==> src/rtl/mango_pkg.sv <==
// Shared pipeline-control definitions: exception codes, CP0 bit positions and vector offsets.
package mango_pkg;

    localparam int EXCT_W = 5;

    typedef enum logic [EXCT_W-1:0] {
        ExcT_Intr = 5'h00,
        ExcT_Mod  = 5'h01,
        ExcT_TLBL = 5'h02,
        ExcT_TLBS = 5'h03,
        ExcT_AdEL = 5'h04,
        ExcT_AdES = 5'h05,
        ExcT_Sys  = 5'h08,
        ExcT_Bp   = 5'h09,
        ExcT_RI   = 5'h0a,
        ExcT_CpU  = 5'h0b,
        ExcT_Ov   = 5'h0c,
        ExcT_Tr   = 5'h0d,
        ExcT_TLBR = 5'h10,
        ExcT_ERET = 5'h11
    } exc_type_e;

    // Status / Cause bit positions
    localparam int BEV_BIT = 22;
    localparam int EXL_BIT = 1;
    localparam int ERL_BIT = 2;
    localparam int IV_BIT  = 23;

    localparam logic [31:0] OFS_GENEXC = 32'h0000_0180;
    localparam logic [31:0] OFS_SPINTR = 32'h0000_0200;
    localparam logic [31:0] OFS_TLBR   = 32'h0000_0000;

    typedef enum logic {
        ST_RUN   = 1'b0,
        ST_REDIR = 1'b1
    } ctrl_state_e;

endpackage

==> src/rtl/pipe_ctrl_redirect_if.sv <==
// Bundle between the pipeline controller and the datapath / CP0 / fetch stage.
interface pipe_ctrl_redirect_if
    import mango_pkg::*;
#(
    parameter int NSTAGE = 5,
    parameter int ADDR_W = 32
) ();
    logic [NSTAGE-1:0] stallreq;
    logic [NSTAGE-1:0] stall;
    logic [NSTAGE-1:0] flush;
    logic              exc_flag;
    logic [EXCT_W-1:0] exc_type;
    logic [ADDR_W-1:0] cp0_EPC;
    logic [ADDR_W-1:0] cp0_ErrorEPC;
    logic [31:0]       cp0_Status;
    logic [31:0]       cp0_Cause;
    logic              redir_valid;
    logic              redir_ready;
    logic [ADDR_W-1:0] redir_pc;
    logic              stall_timeout;

    // master is the controller; slave is the surrounding pipeline
    modport master (
        input  stallreq, exc_flag, exc_type, cp0_EPC, cp0_ErrorEPC, cp0_Status, cp0_Cause,
        input  redir_ready,
        output stall, flush, redir_valid, redir_pc, stall_timeout
    );

    modport slave (
        output stallreq, exc_flag, exc_type, cp0_EPC, cp0_ErrorEPC, cp0_Status, cp0_Cause,
        output redir_ready,
        input  stall, flush, redir_valid, redir_pc, stall_timeout
    );
endinterface

==> src/rtl/exc_vector_sel.sv <==
// Combinational exception / ERET target selection from CP0 state.
module exc_vector_sel
    import mango_pkg::*;
#(
    parameter int                ADDR_W   = 32,
    parameter logic [ADDR_W-1:0] NML_BASE = ADDR_W'(32'h8000_0000),
    parameter logic [ADDR_W-1:0] BTS_BASE = ADDR_W'(32'hBFC0_0200),
    parameter int                HAS_TLB  = 0
) (
    input  logic [EXCT_W-1:0] i_exc_type,
    input  logic [ADDR_W-1:0] i_epc,
    input  logic [ADDR_W-1:0] i_error_epc,
    input  logic              i_bev,
    input  logic              i_exl,
    input  logic              i_erl,
    input  logic              i_iv,
    output logic [ADDR_W-1:0] o_vector
);
    logic [ADDR_W-1:0] w_base;

    always_comb begin
        w_base   = i_bev ? BTS_BASE : NML_BASE;
        o_vector = w_base + ADDR_W'(OFS_GENEXC);
        case (i_exc_type)
            ExcT_Intr: o_vector = w_base + (i_iv ? ADDR_W'(OFS_SPINTR) : ADDR_W'(OFS_GENEXC));
            // Without a TLB the refill falls through to the general vector
            ExcT_TLBR: begin
                if (HAS_TLB != 0) begin
                    o_vector = w_base + (i_exl ? ADDR_W'(OFS_GENEXC) : ADDR_W'(OFS_TLBR));
                end
            end
            ExcT_ERET: o_vector = i_erl ? i_error_epc : i_epc;
            default:   ;
        endcase
    end
endmodule

==> src/rtl/pipe_ctrl_redirect.sv <==
// Pipeline stall/flush generation, registered redirect handshake to fetch and stall watchdog.
module pipe_ctrl_redirect
    import mango_pkg::*;
#(
    parameter int                NSTAGE    = 5,
    parameter int                ADDR_W    = 32,
    parameter logic [ADDR_W-1:0] NML_BASE  = ADDR_W'(32'h8000_0000),
    parameter logic [ADDR_W-1:0] BTS_BASE  = ADDR_W'(32'hBFC0_0200),
    parameter int                HAS_TLB   = 0,
    parameter int                STALL_MAX = 1023
) (
    input  logic                  clk,
    input  logic                  rst,
    pipe_ctrl_redirect_if.master  bus
);
    localparam int CNT_W = $clog2(STALL_MAX + 1);
    localparam logic [CNT_W-1:0] CNT_SAT = CNT_W'(STALL_MAX);

    ctrl_state_e       r_state;
    ctrl_state_e       w_state_next;
    logic              r_valid;
    logic [ADDR_W-1:0] r_pc;
    logic [CNT_W-1:0]  r_cnt;
    logic              r_timeout;
    logic [ADDR_W-1:0] w_vector;
    logic [NSTAGE-1:0] w_run_stall;
    logic [NSTAGE-1:0] w_run_flush;
    logic [NSTAGE-1:0] w_stall;
    logic [NSTAGE-1:0] w_flush;
    logic              w_unused;

    assign w_unused = &{1'b0, bus.cp0_Status, bus.cp0_Cause};

    // Stage gi holds when some request sits at or above it; IF and ID always hold together.
    // The bubble goes into the first stage above the held block.
    for (genvar gi = 0; gi < NSTAGE; gi++) begin : g_stage
        localparam int LO = (gi <= 1) ? 0 : gi;
        assign w_run_stall[gi] = |bus.stallreq[NSTAGE-1:LO];
        if (gi == 0) begin : g_first
            assign w_run_flush[gi] = 1'b0;
        end else begin : g_rest
            assign w_run_flush[gi] = w_run_stall[gi-1] & ~w_run_stall[gi];
        end
    end

    exc_vector_sel #(
        .ADDR_W   (ADDR_W),
        .NML_BASE (NML_BASE),
        .BTS_BASE (BTS_BASE),
        .HAS_TLB  (HAS_TLB)
    ) u_exc_vector_sel (
        .i_exc_type  (bus.exc_type),
        .i_epc       (bus.cp0_EPC),
        .i_error_epc (bus.cp0_ErrorEPC),
        .i_bev       (bus.cp0_Status[BEV_BIT]),
        .i_exl       (bus.cp0_Status[EXL_BIT]),
        .i_erl       (bus.cp0_Status[ERL_BIT]),
        .i_iv        (bus.cp0_Cause[IV_BIT]),
        .o_vector    (w_vector)
    );

    always_comb begin
        w_state_next = r_state;
        w_stall      = w_run_stall;
        w_flush      = w_run_flush;
        if (rst) begin
            w_state_next = ST_RUN;
            w_stall      = '0;
            w_flush      = '1;
        end else begin
            case (r_state)
                ST_RUN: begin
                    if (bus.exc_flag) begin
                        w_state_next = ST_REDIR;
                        w_stall      = '0;
                        w_flush      = '1;
                    end
                end
                ST_REDIR: begin
                    // Fetch waits for the new PC while everything behind it drains
                    w_stall = NSTAGE'(1);
                    w_flush = ~NSTAGE'(1);
                    if (bus.redir_ready) begin
                        w_state_next = ST_RUN;
                    end
                end
                default: w_state_next = ST_RUN;
            endcase
        end
    end

    always_ff @(posedge clk) begin
        if (rst) begin
            r_state   <= ST_RUN;
            r_valid   <= 1'b0;
            r_pc      <= '0;
            r_cnt     <= '0;
            r_timeout <= 1'b0;
        end else begin
            r_state <= w_state_next;
            if (r_state == ST_RUN && bus.exc_flag) begin
                r_pc    <= w_vector;
                r_valid <= 1'b1;
            end else if (r_state == ST_REDIR && bus.redir_ready) begin
                r_valid <= 1'b0;
            end
            if (r_state == ST_RUN) begin
                if (|w_stall) begin
                    r_cnt <= (r_cnt == CNT_SAT) ? r_cnt : r_cnt + CNT_W'(1);
                end else begin
                    r_cnt <= '0;
                end
            end
            // Compares the current count, so the flag trails the counter by one cycle
            r_timeout <= (r_cnt == CNT_SAT);
        end
    end

    assign bus.stall         = w_stall;
    assign bus.flush         = w_flush;
    assign bus.redir_valid   = r_valid;
    assign bus.redir_pc      = r_pc;
    assign bus.stall_timeout = r_timeout;
endmodule
==> src/flat_wrapper.sv <==
// flat-port wrapper written by rule: the top's interface ports become plain ports
module pipe_ctrl_redirect_flat import mango_pkg::*;
#(
    parameter int                NSTAGE    = 5,
    parameter int                ADDR_W    = 32,
    parameter logic [ADDR_W-1:0] NML_BASE  = ADDR_W'(32'h8000_0000),
    parameter logic [ADDR_W-1:0] BTS_BASE  = ADDR_W'(32'hBFC0_0200),
    parameter int                HAS_TLB   = 0,
    parameter int                STALL_MAX = 1023
)
  (clk, rst, bus_stallreq, bus_exc_flag, bus_exc_type, bus_cp0_EPC, bus_cp0_ErrorEPC, bus_cp0_Status, bus_cp0_Cause, bus_redir_ready, bus_stall, bus_flush, bus_redir_valid, bus_redir_pc, bus_stall_timeout);
  pipe_ctrl_redirect_if #(.NSTAGE(NSTAGE), .ADDR_W(ADDR_W)) bus_i ();
  input  logic clk;
  input  logic rst;
  input wire logic [$bits(bus_i.stallreq)-1:0] bus_stallreq;
  input wire logic [$bits(bus_i.exc_flag)-1:0] bus_exc_flag;
  input wire logic [$bits(bus_i.exc_type)-1:0] bus_exc_type;
  input wire logic [$bits(bus_i.cp0_EPC)-1:0] bus_cp0_EPC;
  input wire logic [$bits(bus_i.cp0_ErrorEPC)-1:0] bus_cp0_ErrorEPC;
  input wire logic [$bits(bus_i.cp0_Status)-1:0] bus_cp0_Status;
  input wire logic [$bits(bus_i.cp0_Cause)-1:0] bus_cp0_Cause;
  input wire logic [$bits(bus_i.redir_ready)-1:0] bus_redir_ready;
  output wire logic [$bits(bus_i.stall)-1:0] bus_stall;
  output wire logic [$bits(bus_i.flush)-1:0] bus_flush;
  output wire logic [$bits(bus_i.redir_valid)-1:0] bus_redir_valid;
  output wire logic [$bits(bus_i.redir_pc)-1:0] bus_redir_pc;
  output wire logic [$bits(bus_i.stall_timeout)-1:0] bus_stall_timeout;
  assign bus_i.stallreq = bus_stallreq;
  assign bus_i.exc_flag = bus_exc_flag;
  assign bus_i.exc_type = bus_exc_type;
  assign bus_i.cp0_EPC = bus_cp0_EPC;
  assign bus_i.cp0_ErrorEPC = bus_cp0_ErrorEPC;
  assign bus_i.cp0_Status = bus_cp0_Status;
  assign bus_i.cp0_Cause = bus_cp0_Cause;
  assign bus_i.redir_ready = bus_redir_ready;
  assign bus_stall = bus_i.stall;
  assign bus_flush = bus_i.flush;
  assign bus_redir_valid = bus_i.redir_valid;
  assign bus_redir_pc = bus_i.redir_pc;
  assign bus_stall_timeout = bus_i.stall_timeout;
  pipe_ctrl_redirect #(.NSTAGE(NSTAGE), .ADDR_W(ADDR_W), .NML_BASE(NML_BASE), .BTS_BASE(BTS_BASE), .HAS_TLB(HAS_TLB), .STALL_MAX(STALL_MAX)) u_core (.clk(clk), .rst(rst), .bus(bus_i));
endmodule
==> config.mk <==
export PLATFORM = sky130hd
export DESIGN_NAME = pipe_ctrl_redirect_flat
export DESIGN_NICKNAME = d
export VERILOG_FILES = /design/src/rtl/mango_pkg.sv /design/src/rtl/pipe_ctrl_redirect_if.sv /design/src/rtl/exc_vector_sel.sv /design/src/rtl/pipe_ctrl_redirect.sv /design/src/flat_wrapper.sv
export SDC_FILE = /design/constraint.sdc
export NUM_CORES = 1
export LEC_CHECK = 0
export ABC_AREA = 1
export BUFFER_PORTS_ARGS = -buffer_cell sky130_fd_sc_hd__buf_2
export CORE_AREA = 2 2 79 81
export CTS_CLUSTER_SIZE = 24
export DETAILED_ROUTE_END_ITERATION = 16
export DIE_AREA = 0 0 81 83
export HOLD_SLACK_MARGIN = 0.02
export PLACE_DENSITY = 0.83
export SKIP_LAST_GASP = 1
export SYNTH_ARGS = -nofsm -noshare
export SYNTH_HDL_FRONTEND = slang
export SYNTH_SLANG_ARGS = --single-unit
export TNS_END_PERCENT = 20
==> constraint.sdc <==
create_clock -name clk -period 4.1 [get_ports clk]
set_clock_uncertainty 0.05 [all_clocks]
set_input_delay 0.41 -clock clk [delete_from_list [all_inputs] [get_ports clk]]
set_output_delay 0.41 -clock clk [all_outputs]
set_load 0.02 [all_outputs]
==> results of run 1 <==
worst register-to-register path: stages (launching register included):
cell	delay (ns)
dfxtp_1	0.39
nor2_1	0.07
buf_4	0.20
nor2_2	0.10
buf_4	0.27
nand2_4	0.15
nand2_4	0.15
nand2_4	0.10
nand2_1	0.09
a21oi_2	0.05
layout make-up:
cell class,instances,area (µm²)
fillers,572,2699
flip-flops and latches,45,900.9
well taps,75,93.84
multi-input cells,228,1303
clock buffers,7,86.33
repair buffers,126,635.6
inverters,26,97.59
logic make-up after synthesis:
group | after synthesis | share of synthesized area, %
AND/OR/NAND/NOR | 129 | 26.94
AO/OA/AOI/OAI | 73 | 16.92
flip-flops | 45 | 37.95
buffers and inverters | 40 | 7.169
multiplexers | 20 | 8.487
XOR/XNOR | 4 | 1.476
adder cells (fa/ha/maj) | 2 | 1.054
metrics by stage:
step                      instances  utilization (%)  area, µm²
final                           507            53.59       3117
after global routing            507            53.59       3117
after CTS                       507            53.59       3117
after detailed placement        500            52.11       3030
after global placement          500            52.11       3030
after floorplan                 313                -       2374
worst min path at each step:
stage                                    endpoint  slack (ns)  cells after the start
after floorplan                   u_core.r_cnt[2]        0.42                      2
after global placement     u_core.bus.redir_pc[5]        0.39                      2
final                              u_core.r_state        0.33                      3
after CTS                          u_core.r_state        0.33                      3
after detailed placement  u_core.bus.redir_pc[16]        0.40                      2
after global routing               u_core.r_state        0.34                      3
cells in the final DEF, fill, tap and decap left out, drive strengths merged:
cell,n
o211ai,8
o21bai,1
nor3,4
or2,9
a31oi,2
clkinv,1
a21oi,27
nor2,29
mux2i,19
xor2,3
nand3,15
mux2,1
buf,126
xnor2,1
ha,2
clkbuf,7
o21ai,35
nand4,2
nand2,68
nand3b,2
inv,25
dfxtp,45
metal layers:
| metal | vias up | global-route usage [%] | share of wire [%] |
|---|---|---|---|
| li1 | 1283 | - | - |
| met4 | 0 | 3.082 | 0.51 |
| met2 | 93 | 32.46 | 47 |
| met5 | - | 0 | 0 |
| met3 | 4 | 5.000 | 7.3 |
| met1 | 1101 | 22.60 | 45 |
power by group through the flow:
stage	registers (mW)	clock network, mW	logic [mW]
6_report	0.462	0.273	0.178
5_1_grt	0.464	0.302	0.198
4_1_cts	0.462	0.285	0.179
3_5_place_dp	0.472	0	0.179
3_3_place_gp	0.471	0	0.175
2_1_floorplan	0.486	0	0.0924
flip-flops by register name (all words and copies together) (netlist names):
register / flops
u_core.r_cnt: 10
u_core.bus.stall_timeout: 1
u_core.bus.redir_pc: 32
u_core.bus.redir_valid: 1
u_core.r_state: 1
==> impl_metrics.csv, run 1 <==
group,metric,value,unit
route,drtAntennaViolNets,0,
synth,synthTopCellsByArea,"dfxtp_1 38%, nand2_1 10%, mux2i_1 8.0%",
synth,ys_seq_area_share,37.95,%
sta,setup_slack,1.913,ns
synth,avgSynthCellArea,7.583,µm²
pwr,power_density,292.9,nW/µm²
place,dp_slack,2.010,ns
setup_path,worstPathArrival,1.73,ns
place,io_buffer_count,124,
cts,cts_setup_buffers,0,
synth,synth-seq-cells,45,
synth,yosysTopAreaCellShare,37.95,%
global_routing,grt_usage,18.50,%
cts,clock_path_buffers,2,
sta,worstMarginPinSlew,0.8515,ns
pwr,p_clk_share,29.9,%
sta,grt_setup_unrepaired,"no",
route,firstDrtPassIters,6,
global_routing,globalRouteOverflowTotal,0,
cts,cts_tree,"yes",
run,drv_cap,0,
synth,ys_types,36,
sta,timing.hold.ws,0.3292,ns
die,die_area,6723,µm²
setup_path,cp-endpoint,"bus_stall[0]",
pwr,swShare,27.85,%
setup_path,crit_family,"buffers and inverters",
synth,synthCells,313,
setup_path,crit_path_start_kind,"flop",
synth,ys_warn_count,0,
pwr,fin_total_pwr,0.9130,mW
layout,diodes,0,
setup_path,setup.worst_path.end_class,"output port",
route,vias,2481,
run_status,status,"complete, no violations",
sta,timing.final.crit_share,53.35,%
layout,drive_gt1_share,38.89,%
die,rows,28,
route,drtIter0Drc,142,
pwr,p_leak,1.495,nW
setup_path,path_cells,"nor2_1 -> buf_4 -> nor2_2 -> buf_4 -> nand2_4 -> clkinv_1 -> buf_2",
sta,slew_headroom,43.23,%
synth,synth_commonest_cells,"63 x nand2_1, 45 x dfxtp_1, 27 x o21ai_1, 25 x nor2_1, 24 x a21oi_1",
global_routing,antenna_found_initial,0,
setup_path,crit_fanout,21,
setup_path,r2r_start,"u_core.r_state",
sta,hold_viol_final,0,
setup_path,critical_path_buf_inv_count,4,
pwr,switching_power,0.2543,mW
synth,synth_edf_count,0,
sta,period_needed,2.187,ns
synth,synthFlopType,"dfxtp_1",
setup_path,reg2reg_to,"u_core.r_cnt[9]",
cts,clock_latency,0.29,ns
layout,nets,576,
pwr,internal_power,0.6587,mW
die,die_x,81,µm
sta,fmax,0.4572,GHz
hold_path,hp-class,"in -> reg",
route,wl,6.027,mm
cts,clock_sinks,45,
setup_path,crit_type,"reg -> out",
route,drc,0,
die,design.portCount,186,
cts,hold_buffers,0,
setup_path,critical_path.startpoint,"u_core.r_state",
setup_path,path_common_cell,"buf_4",
synth,synth_nets,457,
cts,path_clk_slew,0.08,ns
pwr,p_comb_share,19.5,%
cts,numCtsBuffers,5,
synth,synth_largest_area_cell,"dfxtp_1",
cts,cts_resized,0,
pwr,seq_power_share,50.6,%
die,chipHeight,83,µm
sta,finalSetupViolCount,0,
die,coreArea,5816,µm²
route,viasPerCell,4.893,
hold_path,hold_start,"bus_exc_flag",
setup_path,cp_slowest_cell,"dfxtp_1",
setup_path,ff2ff_path_depth,9,
pwr,peakVddDrop,0.1600,mV
place,dpl.hpwl,4.622,mm
setup_path,worst-r2r-setup-slack,2.36,ns
place,gp_congestion,0.8037,
layout,syn2layout_area_growth,31.31,%
setup_path,crit_required,3.64,ns
synth,synth.most_common_cell,"nand2_1",
global_routing,grt_max_degree,34,
die,start_util,40.81,%
global_routing,grt_pass1_vias,2325,
setup_path,cpPeakStageDelay,0.35,ns
route,wl_per_cell,11.89,µm
setup_path,critical_path_depth,7,
sta,drv_slew,0,
sta,setup_tns,0,ns
synth,synth_area,2374,µm²
global_routing,grt_first_pass_wirelength,10.14,mm
synth,synthArstFlopShare,0,%
cts,htreeDepth,2,
cts,root_buffer,"clkbuf_8",
Note: power is estimated with default switching activity, not from simulation.
==> run 2: changes to the inputs <==
--- a/config.mk
+++ b/config.mk
@@ -7,12 +7,12 @@
 export LEC_CHECK = 0
 export ABC_AREA = 1
 export BUFFER_PORTS_ARGS = -buffer_cell sky130_fd_sc_hd__buf_2
-export CORE_AREA = 2 2 79 81
+export CORE_AREA = 2 2 81 83
 export CTS_CLUSTER_SIZE = 24
 export DETAILED_ROUTE_END_ITERATION = 16
-export DIE_AREA = 0 0 81 83
+export DIE_AREA = 0 0 83 85
 export HOLD_SLACK_MARGIN = 0.02
-export PLACE_DENSITY = 0.83
+export PLACE_DENSITY = 0.8
 export SKIP_LAST_GASP = 1
 export SYNTH_ARGS = -nofsm -noshare
 export SYNTH_HDL_FRONTEND = slang
==> constraint.sdc (replaced) <==
create_clock -name clk -period 2.2 [get_ports clk]
set_clock_uncertainty 0.05 [all_clocks]
set_input_delay 0.22 -clock clk [delete_from_list [all_inputs] [get_ports clk]]
set_output_delay 0.22 -clock clk [all_outputs]
set_load 0.02 [all_outputs]
==> impl_metrics.csv, run 2 (synthesis gave the netlist of run 1 again) <==
group,metric,value,unit
die,start_util,38.25,%
layout,syn2layout_area_growth,32.47,%
place,io_buffer_count,124,
cts,clock_sinks,45,
die,rows,29,
place,dp_slack,0.5406,ns
layout,fin_cells,510,
sta,setup_slack,0.5140,ns
place,dp_cells,503,
pwr,p_leak,1.510,nW
pwr,peakVddDrop,0.2688,mV
place,gp_congestion,0.7949,
route,viasPerCell,4.904,
layout,diodes,0,
run,drv_cap,0,
die,design.portCount,186,
route,drc,0,
layout,largest_reg_flops,32,
sta,grt_setup_unrepaired,"no",
sta,drv_slew,0,
layout,mostFrequentLayoutCell,"buf_2",
place,dpl.hpwl,4.913,mm
cts,htreeDepth,2,
setup_path,crit_required,1.93,ns
cts,root_buffer,"clkbuf_8",
cts,cts_resized,0,
sta,hold_viol_final,0,
cts,numCtsBuffers,5,
global_routing,use_met1,20.90,%
sta,finalSetupViolCount,0,
sta,period_needed,1.686,ns
global_routing,antenna_found_initial,0,
route,wl_per_cell,12.00,µm
sta,slew_headroom,65.70,%
global_routing,globalRouteOverflowTotal,0,
route,drtIter0Drc,80,
layout,mostFrequentLayoutCells,"124 x buf_2, 63 x nand2_1, 45 x dfxtp_1",
cts,cts_setup_buffers,0,
global_routing,grt_usage,17.67,%
route,firstDrtPassIters,4,
hold_path,hold_depth,3,
sta,worstMarginPinSlew,0.5145,ns
setup_path,crit_path_start_kind,"flop",
die,chipHeight,85,µm
route,drtAntennaViolNets,0,
layout,nets,577,
cts,path_clk_slew,0.08,ns
cts,hold_buffers,0,
global_routing,grt_max_degree,23,
setup_path,setup.worst_path.end_class,"output port",
global_routing,grt_first_pass_wirelength,10.31,mm
setup_path,crit_type,"reg -> out",
die,coreArea,6205,µm²
hold_path,hp-class,"in -> reg",
setup_path,ff2ff_path_depth,8,
run_status,status,"complete, no violations",
global_routing,grtUsageMet3,5.934,%
sta,timing.final.crit_share,76.64,%
layout,drive_gt1_share,39.26,%
global_routing,top_usage_layer,"met2",
route,vias,2501,
sta,fmax,0.5931,GHz
die,die_area,7055,µm²
die,die_x,83,µm
cts,clock_latency,0.29,ns
cts,cts_tree,"yes",
global_routing,grt_pass1_vias,2389,
route,wl,6.120,mm
global_routing,gr-usage-met2,30.94,%
setup_path,worstPathArrival,1.42,ns
pwr,power_density,570.3,nW/µm²
cts,clock_path_buffers,2,
setup_path,crit_fanout,20,
sta,setup_tns,0,ns
==> run 2: cell count changes in the layout (fill, tap and decap cells not counted), sizes merged <==
cell | previous run | this run
clkinv | 1 | 2
clkbuf | 7 | 5
bufinv | 0 | 1
buf | 126 | 127
==> run 2: layout make-up <==
class,instances,area [µm²]
clock buffer,5,68.82
timing repair buffer,127,643.1
multi-input combinational,228,1303
tap,77,96.34
fill,620,3060
inverter,26,97.59
sequential,45,900.9
clock inverter,2,35.03
==> run 2: path summary, 6_finish.rpt <==
check        slack [ns]                       to                    start
max                0.51             bus_flush[0]           u_core.r_state
min                0.13           u_core.r_state             bus_exc_flag
max reg2reg        0.55          u_core.r_cnt[9]          u_core.r_cnt[0]
min reg2reg        0.41  u_core.bus.redir_pc[21]  u_core.bus.redir_pc[21]
==> run 2: stage by stage <==
step / power [mW] / hold slack, ns / cell area [µm²] / utilization [%]
2_1_floorplan: 1.077 / 0.2971 / 2374 / -
3_3_place_gp: 1.208 / 0.3890 / 3040 / 49.00
3_5_place_dp: 1.215 / 0.4003 / 3040 / 49.00
4_1_cts: 1.819 / 0.1224 / 3144 / 50.68
5_1_grt: 1.890 / 0.1220 / 3144 / 50.68
6_report: 1.793 / 0.1347 / 3144 / 50.68
==> run 2: power by group <==
group / total [mW] / internal [mW] / switching, mW
logic: 0.333 / 0.137 / 0.196
registers: 0.861 / 0.842 / 0.0192
clock network: 0.599 / 0.330 / 0.269
==> run 2: worst max-delay path, cell delays in order, from the launching register on <==
cell	delay, ns
dfxtp_1	0.40
nor2_1	0.10
nor2_2	0.15
buf_4	0.28
inv_2	0.04
buf_2	0.15
==> run 2: metal layers <==
| metal | up-vias | wire length (µm) |
|---|---|---|
| met5 | - | 0 |
| met4 | 0 | 54 |
| met3 | 5 | 585 |
| met2 | 115 | 2911 |
| met1 | 1100 | 2568 |
| li1 | 1281 | - |
